## src/rtl/seq_arith_100b_popcount_expand.sv

```systemverilog
// Turns a count K into an NBITS-wide thermometer vector (K low bits set), CHUNK bits per cycle.
// Defining POPCOUNT_EXPAND_OVF_EN adds the out_ovf port flagging requests above NBITS.
module seq_arith_100b_popcount_expand #(
  parameter int NBITS = 100,
  parameter int CHUNK = 10,
  parameter int CW    = $clog2(NBITS + 1)
) (
  input  logic             clk,
  input  logic             reset_n,
  input  logic             in_val,
  output logic             in_rdy,
  input  logic [CW-1:0]    in_count,
  output logic             out_val,
  input  logic             out_rdy,
  output logic [NBITS-1:0] out_,
  output logic [CW-1:0]    out_count
`ifdef POPCOUNT_EXPAND_OVF_EN
  ,
  output logic             out_ovf
`endif
);

  localparam int NCHUNK = NBITS / CHUNK;
  localparam int IW     = (NCHUNK > 1) ? $clog2(NCHUNK) : 1;
  localparam logic [IW-1:0] LAST_C  = IW'(NCHUNK - 1);
  localparam logic [CW:0]   NBITS_W = (CW + 1)'(NBITS);

  typedef enum logic [1:0] {
    IDLE  = 2'd0,
    BUILD = 2'd1,
    DONE  = 2'd2
  } state_t;

  state_t           state_q, state_d;
  logic             in_rdy_q, in_rdy_d;
  logic             out_val_q, out_val_d;
  logic [CW-1:0]    keff_q, keff_d;
  logic [IW-1:0]    chunk_q, chunk_d;
  logic [NBITS-1:0] vec_q, vec_d;
  logic             over_s;

  // Rewrites only the bits of chunk c; widened compare keeps bit offsets from wrapping.
  function automatic logic [NBITS-1:0] fill_chunk(input logic [NBITS-1:0] vec,
                                                  input logic [IW-1:0]    c,
                                                  input logic [CW-1:0]    keff);
    logic [NBITS-1:0] r;
    r = vec;
    for (int j = 0; j < NBITS; j++) begin
      if (IW'(j / CHUNK) == c) begin
        r[j] = ((CW + 1)'(j) < {1'b0, keff});
      end else begin
        r[j] = vec[j];
      end
    end
    return r;
  endfunction

  assign over_s = ({1'b0, in_count} > NBITS_W);

`ifdef POPCOUNT_EXPAND_OVF_EN
  logic ovf_q, ovf_d;

  // Overflow flag: captured on accept, dropped when the result is consumed.
  always_comb begin
    ovf_d = ovf_q;
    if (state_q == IDLE && in_val && in_rdy_q) begin
      ovf_d = over_s;
    end else if (state_q == DONE && out_rdy) begin
      ovf_d = 1'b0;
    end else begin
      ovf_d = ovf_q;
    end
  end

  // Overflow flag register.
  always_ff @(posedge clk or negedge reset_n) begin
    if (!reset_n) begin
      ovf_q <= 1'b0;
    end else begin
      ovf_q <= ovf_d;
    end
  end

  assign out_ovf = ovf_q;
`endif

  // Next-state and registered-output logic for IDLE -> BUILD -> DONE.
  always_comb begin
    state_d   = state_q;
    in_rdy_d  = in_rdy_q;
    out_val_d = out_val_q;
    keff_d    = keff_q;
    chunk_d   = chunk_q;
    vec_d     = vec_q;
    case (state_q)
      IDLE: begin
        if (in_val && in_rdy_q) begin
          state_d  = BUILD;
          in_rdy_d = 1'b0;
          chunk_d  = {IW{1'b0}};
          keff_d   = over_s ? CW'(NBITS) : in_count;
        end else begin
          state_d  = IDLE;
          in_rdy_d = 1'b1;
        end
      end
      BUILD: begin
        vec_d = fill_chunk(vec_q, chunk_q, keff_q);
        if (chunk_q == LAST_C) begin
          state_d   = DONE;
          out_val_d = 1'b1;
          chunk_d   = {IW{1'b0}};
        end else begin
          chunk_d = chunk_q + IW'(1);
        end
      end
      DONE: begin
        if (out_rdy) begin
          state_d   = IDLE;
          out_val_d = 1'b0;
          in_rdy_d  = 1'b1;
        end else begin
          state_d = DONE;
        end
      end
      default: begin
        state_d   = IDLE;
        in_rdy_d  = 1'b1;
        out_val_d = 1'b0;
        chunk_d   = {IW{1'b0}};
      end
    endcase
  end

  // State and datapath registers.
  always_ff @(posedge clk or negedge reset_n) begin
    if (!reset_n) begin
      state_q   <= IDLE;
      in_rdy_q  <= 1'b1;
      out_val_q <= 1'b0;
      keff_q    <= {CW{1'b0}};
      chunk_q   <= {IW{1'b0}};
      vec_q     <= {NBITS{1'b0}};
    end else begin
      state_q   <= state_d;
      in_rdy_q  <= in_rdy_d;
      out_val_q <= out_val_d;
      keff_q    <= keff_d;
      chunk_q   <= chunk_d;
      vec_q     <= vec_d;
    end
  end

  assign in_rdy    = in_rdy_q;
  assign out_val   = out_val_q;
  assign out_      = vec_q;
  assign out_count = keff_q;

endmodule
```

## config.mk

```make
export PLATFORM = sky130hd
export DESIGN_NAME = seq_arith_100b_popcount_expand
export DESIGN_NICKNAME = d
export VERILOG_FILES = /design/src/rtl/seq_arith_100b_popcount_expand.sv
export SDC_FILE = /design/constraint.sdc
export NUM_CORES = 1
export LEC_CHECK = 0
export ABC_CLOCK_PERIOD_IN_PS = 3700
export CORE_ASPECT_RATIO = 1.1
export CORE_UTILIZATION = 25
export CTS_BUF_LIST = sky130_fd_sc_hd__clkbuf_4 sky130_fd_sc_hd__clkbuf_8
export CTS_CLUSTER_DIAMETER = 80
export DETAILED_ROUTE_END_ITERATION = 16
export PLACE_DENSITY = 0.44
export RECOVER_POWER = 25
export SYNTH_ARGS = -nofsm -noshare
export SYNTH_HDL_FRONTEND = slang
export SYNTH_SLANG_ARGS = --single-unit
```

## constraint.sdc

```tcl
create_clock -name clk -period 3.7 [get_ports clk]
set_clock_uncertainty 0.2 [all_clocks]
set_input_delay 0.37 -clock clk [delete_from_list [all_inputs] [get_ports clk]]
set_output_delay 0.37 -clock clk [all_outputs]
set_load 0.05 [all_outputs]
```

==> results.cfg, run 1 <==
[outcome]
status = complete, but fails checks
violations = max-capacitance violations, max-slew violations

[routing]
num_vias = 4394
ant_nets = 0
post_drt_wl_per_cell_um = 19.6
first_iter_violations = 318
avgViaCountPerCell = 4.88
drtPass1Iterations = 4
drcViolationCount = 0
routed_wl_um = 17700

[critical_path]
r2r_slack_ns = 0.93
crit_slowest_cell = clkdlybuf4s50_1
crit_family = buffers and inverters
worstReg2RegEnd = out_[81]
rr_worst_depth = 3
cp.required_ns = 3.13
cp-start-kind = register
critPathMaxFanout = 26
worstSetupPathType = reg -> out
crit_chain = clkdlybuf4s50_1
path_buf_inv = 1
worstSetupEndpointType = output port
cp.arrival_ns = 2.30
cp_slowest_stage_delay_ns = 0.97
reg2reg_from = out_count[6]
crit_cells = 1

[logic_synthesis]
ys.flop_type = dfrtp_1
async_flop_share_pct = 100
postSynthCellCount = 501
synth_edf_count = 0
seq_area_frac_synth_pct = 53.6
post_synth_instance_area_um2 = 5370
yosys-top-cells-count = dfrtp_1 (114), o21ai_0 (68), a21oi_1 (58)
avgSynthCellArea_um2 = 10.7
synth_top_area_cell = dfrtp_1
synth_most_common_cell = dfrtp_1
yosysWarnings = 0
synth_fp_nets = 512
yosys_register_bits = 115
synth.distinct_cells = 54
synth_top_area_share_pct = 53.1
synthTopCellsByArea = dfrtp_1 (53%), mux2_2 (9.6%), o21ai_0 (6.3%)

[cells_and_area]
antenna_cells = 0
final_util_pct = 34.5
drive_gt1_share_pct = 16.6
nets = 615
fin_cells = 901
fin_area_um2 = 7200
syn_to_final_growth_pct = 34.0

[die]
die_h_um = 156
coreArea_um2 = 20900
initial_core_util_pct = 25.8
die_x_um = 142
rows = 55
dieArea_um2 = 22100
ios = 120

[clock_tree]
cts_setup_buffers = 0
clockBufferDepth = 2
cts_root_buf = clkbuf_8
clock_latency_ns = 0.44
cts_max_level = 4
clkSinkCount = 115
postCtsResizedCells = 0
cts_tree = done
ctsHoldBuffers = 1
cts_buffers = 17
clkTransAtPathRegs_ns = 0.07

[global_routing]
use_met1_pct = 22.3
grt_max_degree = 63
gr-usage-met2_pct = 26.6
grt_pass1_wl_um = 27500
grt_pass1_vias = 4551
met3_usage_pct = 4.05
grt.overflow.total = 0
antenna_found_initial = 0
gr-max-usage-layer = met2
track_usage_pct = 16.7

[flow_run]
maxCapViolations = 1

[sta]
worst_slack_ns = 0.829
finalSetupViolCount = 0
rsz0062_at_grt = false
slew_headroom_pct = -6.29
whs_ns = 0.303
fin_crit_ns = 2.87
final.setup.tns_ns = 0
hold_viol = 0
finalCritPeriodShare_pct = 77.6
drv_slew = 63
fmax_mhz = 348
worst_slew_pin_slew_ns = 1.59

[place]
place_area_um2 = 6800
dp_hpwl_um = 12500
placedCellCount = 869
io_buffers = 119
dpl_worst_slack_ns = 1.04
place_congestion = 0.788

[pwr]
p_leak_nw = 3.02
ir_drop_v = 0.000350
p_total_mw = 7.26
powerDensity_nw_per_um2 = 1010

[worst_hold_path]
hp-class = reg -> reg
min_from = out_[23]
hold_depth = 1
worstHoldEndpoint = out_[23]
==> registers in the layout, summed over array words and instances (netlist names) <==
signal,cells
chunk_q,4
in_rdy,1
out_,100
out_count,7
out_val,1
state_q,2
==> area by class of cell <==
type,count,area [um^2]
timing repair buffer,132,1280
clock inverter,10,108
fill,2101,13700
tap,285,357
sequential,115,2880
multi-input combinational,325,2240
inverter,13,48.8
clock buffer,21,283
==> layer usage <==
metal / part of all wire, % / vias to the layer above
li1: - / 2039
met1: 46 / 2210
met2: 49 / 136
met3: 4.7 / 9
met4: 0.62 / 0
met5: 0 / -
==> layout by cell type, fill, tap and decap left out, types with 2 or more instances in the layout <==
| cell | n |
|---|---|
| clkdlybuf4s50_1 | 118 |
| buf_4 | 11 |
| or2_2 | 6 |
| a31oi_1 | 7 |
| or3_1 | 4 |
| a22o_1 | 6 |
| clkinvlp_4 | 3 |
| o21bai_1 | 7 |
| nand4bb_1 | 3 |
| nor3_1 | 6 |
| nor2b_1 | 5 |
| and3b_1 | 2 |
| mux2_2 | 46 |
| inv_1 | 13 |
| a21oi_1 | 58 |
| a21o_1 | 3 |
| o31ai_1 | 14 |
| o2bb2ai_1 | 4 |
| clkinv_2 | 5 |
| a41oi_1 | 6 |
| nand3_1 | 9 |
| mux2i_1 | 5 |
| nand2_1 | 7 |
| nand4_1 | 3 |
| clkbuf_8 | 20 |
| o211ai_1 | 2 |
| bufinv_16 | 2 |
| dfrtp_1 | 114 |
| nor4bb_1 | 3 |
| nor2_1 | 15 |
| o21ai_0 | 68 |
| nor4_1 | 2 |
| nand2b_1 | 5 |
| a21boi_0 | 2 |
| a2bb2oi_1 | 8 |
==> power breakdown <==
| group | total (mW) | internal [mW] | switching (mW) |
|---|---|---|---|
| registers | 2.12 | 1.67 | 0.454 |
| clock network | 1.17 | 0.649 | 0.526 |
| logic | 3.97 | 1.28 | 2.69 |
==> how the worst max path moves through the flow <==
stage | start | end | slack, ns
floorplan | out_count[5] | out_[72] | 1.60
global placement | out_count[6] | out_[84] | 1.12
detailed placement | out_count[6] | out_[81] | 1.04
CTS | out_count[6] | out_count[6] | 0.80
global route | out_count[6] | out_count[6] | 0.72
finish | out_count[6] | out_count[6] | 0.83
==> cell families (layout without fill, tap and decap cells) <==
group | Yosys count | after routing | share of synthesized area [%]
compound gates | 192 | 192 | 21.4
buf+inv | 61 | 176 | 4.73
simple gates | 81 | 81 | 9.50
mux | 52 | 52 | 10.8
flops | 115 | 115 | 53.6
Power figures use the tool's default switching activity.
==> inputs of run 2 (changes only) <==
--- a/config.mk
+++ b/config.mk
@@ -5,7 +5,7 @@
 export SDC_FILE = /design/constraint.sdc
 export NUM_CORES = 1
 export LEC_CHECK = 0
-export ABC_CLOCK_PERIOD_IN_PS = 3700
+export ABC_CLOCK_PERIOD_IN_PS = 3000
 export CORE_ASPECT_RATIO = 1.1
 export CORE_UTILIZATION = 25
 export CTS_BUF_LIST = sky130_fd_sc_hd__clkbuf_4 sky130_fd_sc_hd__clkbuf_8
==> constraint.sdc (replaced) <==
create_clock -name clk -period 3 [get_ports clk]
set_clock_uncertainty 0.2 [all_clocks]
set_input_delay 0.3 -clock clk [delete_from_list [all_inputs] [get_ports clk]]
set_output_delay 0.3 -clock clk [all_outputs]
set_load 0.05 [all_outputs]
==> run 2 against run 1 <==
Compared with the run above:
- the flow now finishes without violations
- final cell count is 1.4% higher
- flip-flop and latch count did not move
- critical path depth did not move
- hold slack worse by 0.16 ns
- global-route usage increased by 0.45 points
- critical path type unchanged
- largest cell class unchanged
- highest routed layer unchanged
==> results.cfg, run 2 (synthesized netlist as in run 1, its figures left out) <==
[cells_and_area]
nets = 627
antenna_cells = 0
n_fill_cell = 2095
drive_gt1_share_pct = 18.4
final_util_pct = 35.4
fin_cells = 914
largest_reg_flops = 100
final_common_cell = clkdlybuf4s50_1
layout_common_cells = clkdlybuf4s50_1 (118), dfrtp_1 (114), o21ai_0 (68)
syn_to_final_growth_pct = 37.6

[routing]
drtPass1Iterations = 4
wirelength_met1_um = 8350
routed_wl_um = 18200
post_drt_wl_per_cell_um = 19.9
first_iter_violations = 316
drcViolationCount = 0
ant_nets = 0
wl_met3_um = 885
num_vias = 4448
top_layer = met4
avgViaCountPerCell = 4.87
wl_met2_um = 8720

[pwr]
p_int_mw = 4.82
p_seq_share_pct = 27.6
comb_power_share_pct = 53.4
power.net_switching_mw = 4.60
swShare_pct = 48.9
clkPwrFrac_pct = 19.0
ir_drop_v = 0.000387
p_leak_nw = 3.12
powerDensity_nw_per_um2 = 1270

[critical_path]
path_buf_inv = 1
worstReg2RegEnd = out_[30]
crit_slowest_cell = clkdlybuf4s50_1
r2r_slack_ns = 0.80
critPathMaxFanout = 23
cp.required_ns = 2.50
cp_slowest_stage_delay_ns = 0.92
worstSetupPathType = reg -> out
rr_worst_depth = 3
cp-start-kind = register
reg2reg_from = state_q[1]
cp.arrival_ns = 2.12
crit_family = buffers and inverters
worstSetupEndpointType = output port
crit_chain = clkdlybuf4s50_1

[global_routing]
grt.overflow.total = 0
grt_pass1_wl_um = 28000
grt_max_degree = 56
antenna_found_initial = 0
grt_pass1_vias = 4554
track_usage_pct = 17.2

[clock_tree]
clock_latency_ns = 0.44
cts_buffers = 17
cts_setup_buffers = 0
clockBufferDepth = 2
clkTransAtPathRegs_ns = 0.07
clkSinkCount = 115
cts_max_level = 4
cts_root_buf = clkbuf_8
cts_tree = done

[place]
dpl_worst_slack_ns = 0.824
place_congestion = 0.837
placedCellCount = 881
io_buffers = 119
dp_hpwl_um = 13100

[die]
dieArea_um2 = 22100
die_x_um = 142
ios = 120
coreArea_um2 = 20900
initial_core_util_pct = 25.8
rows = 55
die_h_um = 156

[sta]
final.setup.tns_ns = 0
finalCritPeriodShare_pct = 87.3
fmax_mhz = 382
fin_crit_ns = 2.62
rsz0062_at_grt = false
finalSetupViolCount = 0
worst_slew_pin_slew_ns = 1.42
worst_slack_ns = 0.381
hold_viol = 0
drv_slew = 0
slew_headroom_pct = 5.42

[worst_hold_path]
hp-class = in -> async

[outcome]
status = finished, final reports clean

[flow_run]
maxCapViolations = 0
[run 2: cell count changes in the layout (fill, tap and decap cells not counted)]
cell | before | now
clkinv_4 | 0 | 2
clkinv_2 | 5 | 2
clkbuf_1 | 1 | 0
bufinv_16 | 2 | 6
buf_4 | 11 | 24
clkbuf_8 | 20 | 19
clkbuf_4 | 1 | 0
[run 2: cell type report]
class / count / area [um^2] / area share (%)
flip-flops and latches: 115 / 2880 / 39.0
multi-input cells: 325 / 2240 / 30.3
repair buffers: 144 / 1380 / 18.6
well taps: 285 / 357 / 4.82
clock buffers: 19 / 262 / 3.54
clock inverters: 13 / 230 / 3.11
inverters: 13 / 48.8 / 0.660
[run 2: layer usage]
metal | vias to the layer above | track usage, %
met2 | 145 | 27.4
met5 | - | 0
met1 | 2203 | 22.9
met4 | 0 | 5.89
met3 | 20 | 3.96
li1 | 2080 | -
[run 2: stage by stage]
step	hold WS [ns]	power, mW	area [um^2]
after global routing	0.159	9.90	7390
final	0.138	9.42	7390
after floorplan	-0.196	5.82	5370
after detailed placement	0.0860	7.68	6900
after global placement	0.0783	7.65	6900
after CTS	0.146	9.50	7410
[run 2: power groups by stage]
stage | sequential [mW] | clock (mW) | combinational [mW]
final | 2.60 | 1.79 | 5.03
after global routing | 2.68 | 1.91 | 5.31
after CTS | 2.61 | 1.84 | 5.06
after detailed placement | 2.63 | 0 | 5.05
after global placement | 2.62 | 0 | 5.03
after floorplan | 3.99 | 0 | 1.83
[run 2: worst max path at each step]
stage                      start            to  slack [ns]  depth (start not counted)
global placement      state_q[1]      out_[25]        0.84                          3
floorplan           out_count[5]      out_[72]        0.90                          4
detailed placement    state_q[1]      out_[30]        0.82                          3
global route        out_count[6]  out_count[6]        0.26                          1
finish              out_count[6]  out_count[6]        0.38                          1
CTS                 out_count[6]  out_count[6]        0.34                          1
[run 2: what timing repair did]
action / in CTS / in global routing
resized for setup: 0 / 0
hold buffers: 1 / 0
hold endpoints to repair: 29 / 0
